$ cat src/rtl/mem_arbiter_pkg.sv
// mem_arbiter_pkg: FSM state type and default widths shared by the arbiter files
package mem_arbiter_pkg;
   localparam int ADDR_W_DEF = 16;
   localparam int DATA_W_DEF = 64;
   typedef enum logic [1:0] {IDLE, ACCESS, WAIT, RESP} state_t;
endpackage

$ cat src/rtl/mem_arb_sel.sv
// mem_arb_sel: winner select, round-robin with MEM_ARBITER_RR_EN defined, else fixed priority to port 0
module mem_arb_sel
   import mem_arbiter_pkg::*;
(
   input  logic clk,
   input  logic rst_n,
   input  logic req0,
   input  logic req1,
   input  logic upd,
   input  logic upd_port,
   output logic sel
);
`ifdef MEM_ARBITER_RR_EN
   logic ptr;
   always_ff @(posedge clk)
      if (!rst_n) ptr <= 1'b0;
      else if (upd) ptr <= ~upd_port;
   always_comb sel = (req0 && req1) ? ptr : req1;
`else
   logic unused;
   always_comb unused = &{1'b0, clk, rst_n, upd, upd_port};
   always_comb sel = req1 && !req0;
`endif
endmodule

$ cat src/rtl/mem_arbiter.sv
// mem_arbiter: two-port single-transaction memory arbiter; MEM_ARBITER_RR_EN selects round-robin
module mem_arbiter
   import mem_arbiter_pkg::*;
#(
   parameter int ADDR_W = ADDR_W_DEF,
   parameter int DATA_W = DATA_W_DEF,
   parameter int RD_LAT = 1
) (
   input  logic              clk,
   input  logic              rst_n,
   input  logic              req0,
   input  logic              req1,
   input  logic              we0,
   input  logic              we1,
   input  logic [ADDR_W-1:0] addr0,
   input  logic [ADDR_W-1:0] addr1,
   input  logic [DATA_W-1:0] wdata0,
   input  logic [DATA_W-1:0] wdata1,
   output logic              gnt0,
   output logic              gnt1,
   output logic              rvalid0,
   output logic              rvalid1,
   output logic [DATA_W-1:0] rdata0,
   output logic [DATA_W-1:0] rdata1,
   output logic [ADDR_W-1:0] mem_addr,
   output logic [DATA_W-1:0] mem_wdata,
   output logic              mem_we,
   input  logic [DATA_W-1:0] mem_rdata
);
   localparam logic [1:0] WAIT_LAST = 2'(RD_LAT - 1);
   state_t     state, state_nx;
   logic       win, lat_we, sel;
   logic [1:0] cnt;
   mem_arb_sel u_sel (
      .clk      (clk),
      .rst_n    (rst_n),
      .req0     (req0),
      .req1     (req1),
      .upd      (state == ACCESS),
      .upd_port (win),
      .sel      (sel)
   );
   always_comb begin
      state_nx = (state == IDLE)   ? ((req0 || req1) ? ACCESS : IDLE)
               : (state == ACCESS) ? (lat_we ? IDLE : (RD_LAT == 1 ? RESP : WAIT))
               : (state == WAIT)   ? ((cnt == WAIT_LAST) ? RESP : WAIT)
               : IDLE;
      gnt0   = (state == ACCESS) && !win;
      gnt1   = (state == ACCESS) && win;
      mem_we = (state == ACCESS) && lat_we;
   end
   // mem_addr/mem_wdata double as the latched request, so they hold outside ACCESS
   always_ff @(posedge clk) begin
      if (!rst_n) begin
         state     <= IDLE;
         cnt       <= 2'd1;
         win       <= 1'b0;
         lat_we    <= 1'b0;
         mem_addr  <= '0;
         mem_wdata <= '0;
         rvalid0   <= 1'b0;
         rvalid1   <= 1'b0;
         rdata0    <= '0;
         rdata1    <= '0;
      end else begin
         state   <= state_nx;
         cnt     <= (state == WAIT) ? cnt + 2'd1 : 2'd1;
         rvalid0 <= (state == RESP) && !win;
         rvalid1 <= (state == RESP) && win;
         if (state == IDLE && (req0 || req1)) begin
            win       <= sel;
            lat_we    <= sel ? we1 : we0;
            mem_addr  <= sel ? addr1 : addr0;
            mem_wdata <= sel ? wdata1 : wdata0;
         end
         if (state == RESP && !win) rdata0 <= mem_rdata;
         if (state == RESP && win) rdata1 <= mem_rdata;
      end
   end
endmodule

$ cat config.mk
export PLATFORM = sky130hd
export DESIGN_NAME = mem_arbiter
export DESIGN_NICKNAME = d
export VERILOG_FILES = /design/src/rtl/mem_arbiter_pkg.sv /design/src/rtl/mem_arb_sel.sv /design/src/rtl/mem_arbiter.sv
export SDC_FILE = /design/constraint.sdc
export NUM_CORES = 1
export LEC_CHECK = 0
export BUFFER_PORTS_ARGS = -buffer_cell sky130_fd_sc_hd__buf_2
export CORE_AREA = 2 2 171 173
export DETAILED_ROUTE_END_ITERATION = 16
export DIE_AREA = 0 0 173 175
export GPL_TIMING_DRIVEN = 0
export SLEW_MARGIN = 20
export SYNTH_ARGS = -nofsm -noshare
export SYNTH_HDL_FRONTEND = slang
export SYNTH_HIERARCHICAL = 1
export SYNTH_SLANG_ARGS = --single-unit
$ cat constraint.sdc
create_clock -name clk -period 1.3 [get_ports clk]
set_clock_uncertainty 0.05 [all_clocks]
set_input_delay 0.26 -clock clk [delete_from_list [all_inputs] [get_ports clk]]
set_output_delay 0.26 -clock clk [all_outputs]
set_load 0.02 [all_outputs]
**After elaboration in Yosys (flattened, before gate mapping)**

Index checks and enable logic that the tools add are counted.
Widths: inputs -> output; s select.

- Eq/ne operators: 3
- Reduce and logical (&&, ||, !) cells: 13
- Muxes and demuxes: 9
- Add/subtract/negate cells: 1

Operators by type and width:

| cell | count |
|---|---|
| $mux 64 | 1 |
| $mux 16 | 1 |
| $mux 2 | 4 |
| $logic_and 1x1->1 | 7 |
| $eq 2x2->1 const B | 2 |
| $logic_not 2->1 | 2 |
| $mux 1 | 3 |
| $add 2x1->2 const B | 1 |
| $eq 2x1->1 const B | 1 |
| $logic_not 1->1 | 2 |
| $reduce_and 2->1 | 1 |
| $logic_or 1x1->1 | 1 |

- Input port bits: 230
- Register bits: 216
- Word-level logic and storage cells: 36
- Output and inout port bits: 213

**Longest topological paths before layout**

Gate-level depths: netlist of the first run.

- Word-level depth: 5
- Depth in mapped cells: 6
- Depth with buffers taken out: 4

**Modules after synthesis**

The synthesis of the first run kept the hierarchy.

Modules (own cells, without submodules):

| module | instances | seq. area each (µm²) | cells an instance | area an instance (µm²) |
|---|---|---|---|---|
| mem_arbiter | 1 | 4324.1 | 959 | 8363.0 |
| mem_arb_sel | 1 | 0.0 | 1 | 13.8 |

**Least setup slack after synthesis of the first run**

Ideal clock, no wire load.

- Path type: input to register
- Start: input port req1
- End: register mem_addr[15]
- Library setup time: 0.134 ns
- Path buffers: 2
- Cell stages on the path: 5
- Data arrival time: 1.035 ns
- Data required time: 1.116 ns
- Path slack: 0.081 ns
- Path through: nor2b_4 > buf_4 > buf_2 > mux2i_1 > a211oi_1

- Cells in the longest elaborated chain, start to end: 2
- Elaborated cells on any way between the ends: 4
- Those cells by class: mux (1); reduce/logical (3)

Ends and longest elaborated chain:

| what | RTL line | RTL |
|---|---|---|
| from (decl) | mem_arbiter.sv:12 | `input logic req1,` |
| $logic_and 1x1->1 or $logic_or 1x1->1 (tied branches) | mem_arb_sel.sv:22, mem_arbiter.sv:70 |  |
| $mux 16 or $logic_and 1x1->1 (tied branches) | mem_arbiter.sv:73, mem_arbiter.sv:70 |  |
| to (signal assigned) | mem_arbiter.sv:73 | `mem_addr <= sel ? addr1 : addr0;` |
| to (decl) | mem_arbiter.sv:25 | `output logic [ADDR_W-1:0] mem_addr,` |

Several ways; a longest one is shown, not always the timed one.
A chain may end at the register's enable or synchronous reset.

**Final worst setup path of the first run**

- Start: register state[0]
- End: output port mem_we

- Cells in the longest elaborated chain, start to end: 2

Ends and longest elaborated chain:

| what | RTL line | RTL |
|---|---|---|
| from (decl) | mem_arbiter.sv:31 | `state_t state, state_nx;` |
| from (signal assigned) | mem_arbiter.sv:66 | `state <= state_nx;` |
| $eq 2x1->1 | mem_arbiter.sv:50 | `mem_we = (state == ACCESS) && lat_we;` |
| $logic_and 1x1->1 | mem_arbiter.sv:50 |  |
| to (decl) | mem_arbiter.sv:27 | `output logic mem_we,` |

No other way between the ends.

==> flow_metrics.py, run 1 <==
metrics = {
    "hold_path": {
        "worstHoldEndpoint": "mem_wdata[15]",
        "hold_path_class": "primary input to flip-flop",
        "min_path_cells": 3,
        "worstHoldStart": "wdata0[15]",
    },
    "global_routing": {
        "grt-busiest-layer": "met2",
        "grt_max_degree": 14,
        "grt_pass1_wl_um": 59710,
        "first_global_vias": 10400,
        "met3_usage_pct": 6.245,
        "overflow": 0,
        "antenna_found_initial": 5,
        "grt.total_usage_pct": 25.07,
        "grtUsageMet1_pct": 25.98,
        "grt_use_met2_pct": 47.02,
    },
    "logic_synthesis": {
        "synthCells": 960,
        "synth-seq-area-share_pct": 51.62,
        "ys.warnings.count": 6,
        "synth_area_leaders": "dfxtp_1 52%, a21oi_1 13%, nand2_1 11%",
        "avgSynthCellArea_um2": 8.726,
        "ys_ff_latch": 216,
        "yosys.area.top_type": "dfxtp_1",
        "synth_cell_types": 27,
        "synth_top_area_share_pct": 51.62,
        "synth_nets": 1191,
        "syn_area_um2": 8377,
    },
    "power": {
        "power_switching_mw": 6.947,
        "clock_power_share_pct": 31.9,
        "power_density_nw_per_um2": 1234,
        "leakage_nw": 7.822,
        "ir_worst_vdd_mv": 1.016,
        "power_frac_comb_pct": 33.7,
        "switching_share_pct": 30.80,
        "seqPwrFrac_pct": 34.3,
        "p_int_mw": 15.61,
        "total_power_mw": 22.56,
    },
    "sta": {
        "rsz0062_at_grt": "yes",
        "hold_viol_final": 0,
        "max-slew-margin-rel_pct": 44.80,
        "timing.fmax_mhz": 602.9,
        "hold_ws_ps": 15.78,
        "fin_crit_ps": 1659,
        "tightestPinTransition_ps": 828.0,
        "maxSlewViolCount": 0,
        "min_period_over_period_pct": 127.6,
        "finalSetupViolCount": 299,
        "timing.final.ws_setup_ps": -358.6,
    },
    "detailed_routing": {
        "wire_per_inst_um": 22.94,
        "avgViaCountPerCell": 5.215,
        "drt_wl_total_um": 46450,
        "drcViolationCount": 0,
        "via_count": 10560,
        "first_pass_iters": 5,
        "drt-initial-drc-count": 523,
        "ant_nets": 0,
    },
    "placed_design": {
        "routabilityCongestion": 0.8462,
        "dpl_cell_area_um2": 11070,
        "portBuffers": 442,
        "dp_hpwl_um": 25880,
        "place_ws_ps": -904.7,
    },
    "floorplan": {
        "num_io_pins": 443,
        "start_util_pct": 29.50,
        "die_h_um": 175,
        "rows": 62,
        "die-area_um2": 30280,
        "die_w_um": 173,
        "core_area_um2": 28390,
    },
    "clock_tree": {
        "clk_pin_slew_ps": 60,
        "clock_tree.root_cell": "clkbuf_16",
        "worst_skew_pair.late_latency_ps": 520,
        "clock_sinks": 216,
        "cts-buffers-inserted": 24,
        "cts_buffer_depth": 3,
        "cts_tree": "done",
        "htreeDepth": 1,
    },
    "cells_and_area": {
        "nFillCells": 2037,
        "syn_to_final_growth_pct": 118.2,
        "layout_common_cells": "246 x buf_2, 244 x buf_6, 208 x dfxtp_2, 128 x nand2_1, 126 x a21oi_2",
        "postLayoutCoreUtil_pct": 64.37,
        "layout_commonest_cell": "buf_2",
        "layout-drive-gt1-share_pct": 73.75,
        "nets": 1853,
        "design_area_um2": 18280,
    },
    "setup_path": {
        "critPathKind": "flip-flop to primary output",
        "reg2reg_slack_ps": -340,
        "end_kind": "primary output",
        "reg2reg_depth": 9,
        "cp_data_required_time_ps": 990,
        "start_kind": "flip-flop",
        "crit_path_max_fanout": 5,
        "r2r-end": "rdata0[60]",
        "arrival_ps": 1350,
        "r2r-start": "state[0]",
    },
    "outcome": {
        "status": "complete, but fails checks",
        "failed_checks": "negative setup slack",
    },
    "run": {
        "max_cap_viol_count": 0,
    },
}
==> how the worst max path moves through the flow <==
stage                     startpoint      endpoint
final                       state[0]        mem_we
after global routing        state[0]          gnt1
after CTS                   state[1]          gnt1
after detailed placement       rst_n   mem_addr[9]
after global placement         rst_n   mem_addr[8]
after floorplan                 req1  mem_addr[15]
==> routing by layer <==
layer	routed length (um)	vias to the layer above	part of all wire [%]
met5	9	-	0.019
met4	3164	2	6.8
met3	3550	200	7.6
met2	23980	586	52
met1	15750	5116	34
li1	-	4656	-
==> repair_timing <==
action / in CTS / in global routing
endpoints found under the hold margin: 138 / 0
setup buffers: 77 / 28
gates cloned: 24 / 16
endpoints found under the setup margin: 426 / 418
gates resized for setup: 831 / 475
pin swaps: 71 / 186
hold buffers: 71 / 0
==> critical path, stage by stage (launching register included) <==
cell	delay, ps
dfxtp_2	320
buf_6	120
nand2b_4	70
inv_2	40
and2_4	140
buf_6	120
==> logic make-up (layout without fill, tap and decap cells) <==
logic type	after synthesis	count (layout)	synth area share [%]
compound gates	294	294	20.09
simple gates	277	277	13.16
flops	216	216	51.62
buf+inv	91	769	5.302
mux	81	81	9.679
fa+ha+maj	1	1	0.1493
other cells	0	3	0
==> cell usage after synthesis <==
cell / instances
a211oi_1: 81
o21a_1: 1
inv_1: 3
nor2_4: 1
a21oi_1: 210
clkinv_1: 1
dfxtp_1: 216
o31a_1: 1
clkbuf_1: 24
nand2b_1: 1
buf_2: 52
buf_4: 10
nand3b_1: 1
buf_1: 1
nor2b_4: 1
and3_1: 2
nor2_1: 5
ha_1: 1
and2_1: 3
nor3_4: 1
nand2_1: 256
o31ai_1: 1
mux2i_1: 81
nand3_1: 3
or2_2: 1
nor2b_1: 1
and3b_1: 1
==> final cells by class <==
class,instances,area (um2),share of cell area (%)
Timing Repair Buffer,647,6316,34.56
Multi-Input combinational cell,653,5316,29.09
Sequential cell,216,4596,25.15
Buffer,76,734.5,4.019
Clock buffer,31,678.2,3.711
Tap cell,384,480.5,2.629
Clock inverter,11,132.6,0.7257
Inverter,4,15.01,0.08215
Antenna cell,3,7.507,0.04108
==> state kept, by name, summed over array words and instances (netlist names) <==
register and count:
cnt 2, mem_wdata 64, rvalid0 1, rvalid1 1
rdata1 64, state 2, mem_addr 16, win 1
lat_we 1, rdata0 64
==> stage by stage <==
| stage | TNS (ps) | cells |
|---|---|---|
| 5_1_grt | -58390 | 2025 |
| 3_3_place_gp | -133360 | 1786 |
| 2_1_floorplan | 0 | 960 |
| 6_report | -44650 | 2025 |
| 3_5_place_dp | -137990 | 1786 |
| 4_1_cts | -41090 | 1999 |
==> power by group through the flow <==
stage	sequential, mW	clock [mW]	combinational, mW
4_1_cts	7.66	7.19	6.70
3_3_place_gp	7.56	0	3.59
3_5_place_dp	7.57	0	3.63
6_report	7.74	7.21	7.61
5_1_grt	7.79	7.54	7.95
2_1_floorplan	8.17	0	1.50
(Power assumes the default switching activity.)
==> run 2: changes to the inputs <==
--- a/config.mk
+++ b/config.mk
@@ -6,11 +6,10 @@
 export NUM_CORES = 1
 export LEC_CHECK = 0
 export BUFFER_PORTS_ARGS = -buffer_cell sky130_fd_sc_hd__buf_2
-export CORE_AREA = 2 2 171 173
+export CORE_AREA = 2 2 174 176
 export DETAILED_ROUTE_END_ITERATION = 16
-export DIE_AREA = 0 0 173 175
+export DIE_AREA = 0 0 176 178
 export GPL_TIMING_DRIVEN = 0
-export SLEW_MARGIN = 20
 export SYNTH_ARGS = -nofsm -noshare
 export SYNTH_HDL_FRONTEND = slang
 export SYNTH_HIERARCHICAL = 1
==> constraint.sdc (replaced) <==
create_clock -name clk -period 1.95 [get_ports clk]
set_clock_uncertainty 0.05 [all_clocks]
set_input_delay 0.39 -clock clk [delete_from_list [all_inputs] [get_ports clk]]
set_output_delay 0.39 -clock clk [all_outputs]
set_load 0.02 [all_outputs]
==> run 2 against run 1 <==
  * The flow now finishes without violations
  * Hold slack better by 39 ps
  * Non-clock buffer count decreased by 191
  * Count of clock-buffer cells in the layout up 9
  * Die area grew 3.5%
  * Wire length is 28% lower
  * Sequential power down 36%
  * Global-route usage down 4.7 points
  * Critical endpoint unchanged
==> flow_metrics.py, run 2 (synthesis results as in run 1) <==
metrics = {
    "global_routing": {
        "grt_max_degree": 13,
        "first_global_vias": 8557,
        "grt.total_usage_pct": 20.32,
        "met3_usage_pct": 6.415,
        "grt_pass1_wl_um": 49250,
        "antenna_found_initial": 7,
        "overflow": 0,
        "grt_use_met2_pct": 37.02,
        "grt-busiest-layer": "met2",
        "grtUsageMet1_pct": 22.16,
    },
    "detailed_routing": {
        "ant_nets": 0,
        "avgViaCountPerCell": 4.765,
        "via_count": 8797,
        "drt_wl_total_um": 33480,
        "wire_per_inst_um": 18.14,
        "drt-initial-drc-count": 305,
        "first_pass_iters": 5,
        "drcViolationCount": 0,
    },
    "sta": {
        "hold_viol_final": 0,
        "final.setup.tns_ps": 0,
        "rsz0062_at_grt": "no",
        "timing.fmax_mhz": 534.1,
        "finalSetupViolCount": 0,
        "min_period_over_period_pct": 96.01,
        "tightestPinTransition_ps": 895.0,
        "max-slew-margin-rel_pct": 40.33,
        "maxSlewViolCount": 0,
        "fin_crit_ps": 1872,
    },
    "setup_path": {
        "critPathKind": "flip-flop to primary output",
        "crit_path_max_fanout": 3,
        "end_kind": "primary output",
        "cp_data_required_time_ps": 1510,
        "arrival_ps": 1430,
        "start_kind": "flip-flop",
    },
    "floorplan": {
        "die_h_um": 178,
        "num_io_pins": 443,
        "core_area_um2": 29400,
        "rows": 63,
        "die_w_um": 176,
        "start_util_pct": 28.49,
        "die-area_um2": 31330,
    },
    "power": {
        "total_power_mw": 12.02,
        "leakage_nw": 5.373,
        "power_density_nw_per_um2": 1006,
        "ir_worst_vdd_mv": 0.6163,
    },
    "cells_and_area": {
        "nets": 1663,
        "layout_commonest_cell": "buf_2",
        "layout-drive-gt1-share_pct": 37.93,
        "multiInputGateArea_um2": 3618,
        "syn_to_final_growth_pct": 42.63,
        "reg_top3": "mem_wdata (64), rdata0 (64), rdata1 (64)",
        "layout_common_cells": "493 x buf_2, 256 x nand2_1, 216 x dfxtp_1, 210 x a21oi_1",
        "final-seq-area_um2": 4324,
        "nFillCells": 3080,
    },
    "clock_tree": {
        "cts_buffer_depth": 3,
        "cts-buffers-inserted": 25,
        "cts_hold_buf": 0,
        "htreeDepth": 1,
        "clock_tree.root_cell": "clkbuf_16",
        "clk_pin_slew_ps": 60,
        "worst_skew_pair.late_latency_ps": 520,
        "cts_tree": "done",
        "clock_sinks": 216,
    },
    "placed_design": {
        "routabilityCongestion": 0.8989,
        "portBuffers": 442,
        "dp_hpwl_um": 26130,
    },
    "hold_path": {
        "hold_path_class": "primary input to flip-flop",
    },
    "outcome": {
        "status": "finished, final reports clean",
    },
    "run": {
        "max_cap_viol_count": 0,
    },
}
==> run 2: changes by cell type in the layout (fill, tap and decap cells not counted), moves of 71 or more <==
cell | before | now
dfxtp_2 | 208 | 0
buf_6 | 244 | 3
dfxtp_1 | 5 | 216
nand2_4 | 102 | 0
nand2_1 | 128 | 256
dlygate4sd3_1 | 71 | 0
a21oi_2 | 126 | 0
buf_2 | 246 | 493
a21oi_1 | 72 | 210
==> run 2: area by class of cell <==
class                   instances  area share (%)
multi-input cells             653           30.29
diodes                          6          0.1257
inverters                       4          0.1257
clock inverters                 5          0.4817
flip-flops and latches        216           36.19
well taps                     390           4.084
plain buffers                  87           3.655
clock buffers                  40           6.294
repair buffers                445           18.76
==> run 2: metrics by stage <==
stage | instances | cell area, um2 | setup WS (ps) | hold WS, ps | util (%)
global placement | 1792 | 11080 | -343.3 | 325.5 | 37.67
finish | 1846 | 11950 | 77.82 | 55.02 | 40.64
floorplan | 960 | 8377 | 600.8 | 317.9 | -
global route | 1843 | 11940 | 3.038 | 45.43 | 40.61
CTS | 1838 | 11910 | 13.53 | 32.16 | 40.50
detailed placement | 1792 | 11080 | -386.5 | 336.4 | 37.67
==> run 2: timing repair <==
item | CTS | global route
resized for setup | 3 | 3
setup buffers | 1 | 2
endpoints found under the setup margin | 3 | 3
==> run 2: where the power goes <==
part           internal [mW]  switching, mW
combinational          0.887           1.55
sequential              4.77          0.190
clock                   2.76           1.87
total                   8.42           3.60
==> run 2: path summary, 6_finish.rpt <==
| path | cells past startpoint | endpoint | start | slack (ps) |
|---|---|---|---|---|
| worst max-delay path | 5 | mem_we | state[1] | 80 |
| worst min-delay path | 3 | rdata0[4] | mem_rdata[4] | 60 |
| worst max register to register | 5 | mem_addr[10] | state[1] | 190 |
| worst min register to register | 1 | cnt[0] | cnt[0] | 340 |
==> run 2: critical path, stage by stage (launching register included) <==
cell      delay (ps)
dfxtp_1          300
buf_6            110
nand2b_4         130
inv_1             60
and2_1           110
buf_2            190
==> run 2: layer usage <==
layer,vias to the layer above,routed length (um),share of wire (%)
li1,4264,-,-
met1,4126,12770,38
met2,346,16630,50
met3,57,2977,8.9
met4,4,1079,3.2
met5,-,24,0.072
==> run 3: changes to the inputs <==
--- a/config.mk
+++ b/config.mk
@@ -10,6 +10,7 @@
 export DETAILED_ROUTE_END_ITERATION = 16
 export DIE_AREA = 0 0 176 178
 export GPL_TIMING_DRIVEN = 0
+export PLACE_DENSITY = 0.57
 export SYNTH_ARGS = -nofsm -noshare
 export SYNTH_HDL_FRONTEND = slang
 export SYNTH_HIERARCHICAL = 1
==> run 3 against run 2 <==
  * Wire length down 0.56%
  * Fmax rose by 0.89%
  * Design area about the same
  * Sequential share of layout area hardly changed
  * Critical path depth is the same
  * Via count fell by 1.2%
  * Hold slack improved by 5.7 ps
  * Global-route usage down 0.18 points
  * Count of clock-buffer cells in the layout shrank 6
  * Final cell count decreased by 0.33%
  * Utilization hardly changed
  * Largest power group unchanged
  * Highest routed layer unchanged
==> flow_metrics.py, run 3 (synthesis results as in run 1) <==
metrics = {
    "outcome": {
        "status": "finished, final reports clean",
    },
    "floorplan": {
        "rows": 63,
        "start_util_pct": 28.49,
        "die_h_um": 178,
        "core_area_um2": 29400,
        "die-area_um2": 31330,
        "die_w_um": 176,
        "num_io_pins": 443,
    },
    "sta": {
        "finalSetupViolCount": 0,
        "timing.fmax_mhz": 538.9,
        "tightestPinTransition_ps": 913.6,
        "hold_ws_ps": 60.71,
        "fin_crit_ps": 1856,
        "rsz0062_at_grt": "no",
        "timing.final.ws_setup_ps": 94.38,
        "maxSlewViolCount": 0,
        "hold_viol_final": 0,
        "min_period_over_period_pct": 95.16,
        "max-slew-margin-rel_pct": 39.09,
    },
    "detailed_routing": {
        "drt_wl_total_um": 33290,
        "avgViaCountPerCell": 4.724,
        "via_count": 8693,
        "first_pass_iters": 5,
        "drt-initial-drc-count": 320,
        "wire_per_inst_um": 18.09,
        "ant_nets": 0,
        "drcViolationCount": 0,
    },
    "clock_tree": {
        "cts_hold_buf": 0,
        "htreeDepth": 1,
        "cts_tree": "done",
        "clk_pin_slew_ps": 60,
        "clock_sinks": 216,
        "worst_skew_pair.late_latency_ps": 520,
        "cts-buffers-inserted": 25,
        "clock_tree.root_cell": "clkbuf_16",
        "cts_buffer_depth": 3,
    },
    "global_routing": {
        "grt.total_usage_pct": 20.14,
        "antenna_found_initial": 5,
        "grt_pass1_wl_um": 48850,
        "first_global_vias": 8493,
        "grt_max_degree": 13,
        "overflow": 0,
    },
    "setup_path": {
        "critPathKind": "flip-flop to primary output",
        "arrival_ps": 1420,
        "end_kind": "primary output",
        "start_kind": "flip-flop",
        "crit_path_max_fanout": 3,
        "cp_data_required_time_ps": 1510,
    },
    "power": {
        "clock_power_share_pct": 39.1,
        "power_density_nw_per_um2": 1015,
        "total_power_mw": 12.12,
        "leakage_nw": 5.371,
        "switching_share_pct": 29.73,
        "power_frac_comb_pct": 20.0,
        "seqPwrFrac_pct": 40.9,
        "ir_worst_vdd_mv": 0.5601,
        "p_int_mw": 8.515,
        "power_switching_mw": 3.603,
    },
    "cells_and_area": {
        "layout_common_cells": "492 x buf_2, 256 x nand2_1, 216 x dfxtp_1, 210 x a21oi_1",
        "nets": 1662,
        "layout_commonest_cell": "buf_2",
        "final-seq-area_um2": 4324,
        "reg_top3": "mem_wdata (64), rdata0 (64), rdata1 (64)",
        "postLayoutCoreUtil_pct": 40.60,
        "multiInputGateArea_um2": 3616,
        "nFillCells": 3047,
        "syn_to_final_growth_pct": 42.49,
        "layout-drive-gt1-share_pct": 37.87,
    },
    "placed_design": {
        "place_ws_ps": -372.3,
        "routabilityCongestion": 0.8857,
        "portBuffers": 442,
        "dp_hpwl_um": 25920,
    },
    "run": {
        "max_cap_viol_count": 0,
    },
    "hold_path": {
        "hold_path_class": "primary input to flip-flop",
    },
}
run 3: cell types whose count changed in the layout (fill, tap and decap cells not counted), sizes merged:
| cell | delta |
|---|---|
| inv | -1 |
| bufinv | +2 |
| clkinv | +3 |
| buf | -1 |
| clkbuf | -6 |
| diode | -3 |
run 3: final cells by class:
class | instances | area share [%]
tap | 390 | 4.088
antenna | 3 | 0.06289
inverter | 4 | 0.1258
timing repair buffer | 444 | 18.70
buffer | 87 | 3.658
clock buffer | 34 | 5.776
multi-input combinational | 653 | 30.29
clock inverter | 9 | 1.069
sequential | 216 | 36.23
run 3: path summary, 6_finish.rpt:
kind | start | endpoint | slack, ps | cells after the start
min reg2reg | cnt[0] | cnt[0] | 350 | 1
min | rst_n | cnt[0] | 60 | 2
max reg2reg | state[1] | mem_addr[8] | 200 | 5
max | state[1] | gnt1 | 90 | 5
run 3: through the flow:
stage          setup TNS (ps)  instances  area [um2]
2_1_floorplan               0        960        8377
3_3_place_gp           -41770       1792       11080
3_5_place_dp           -43230       1792       11080
4_1_cts                     0       1836       11920
5_1_grt                     0       1838       11930
6_report                    0       1840       11940
run 3: timing repair:
| item | 4_1_cts | 5_1_grt |
|---|---|---|
| pin swaps | 0 | 0 |
| gates cloned | 0 | 0 |
| resized for setup | 4 | 1 |
| setup endpoints to repair | 3 | 3 |
| setup buffers | 1 | 1 |
run 3: worst max-delay path: stages (launching register included):
cell and delay, ps:
dfxtp_1 310, buf_6 110, nand2b_4 130, inv_1 60
and2_1 130, buf_4 160
run 3: power by group through the flow:
| stage | sequential, mW | clock [mW] | combinational [mW] |
|---|---|---|---|
| floorplan | 5.45 | 0 | 0.999 |
| global placement | 5.04 | 0 | 2.40 |
| detailed placement | 5.04 | 0 | 2.43 |
| CTS | 4.95 | 4.86 | 2.44 |
| global route | 4.99 | 5.02 | 2.64 |
| finish | 4.96 | 4.73 | 2.43 |
run 3: metal layers:
metal	wire [um]	track usage, %
met1	12950	22.16
met2	16280	36.38
met3	2984	6.479
met4	1065	7.197
met5	13	0
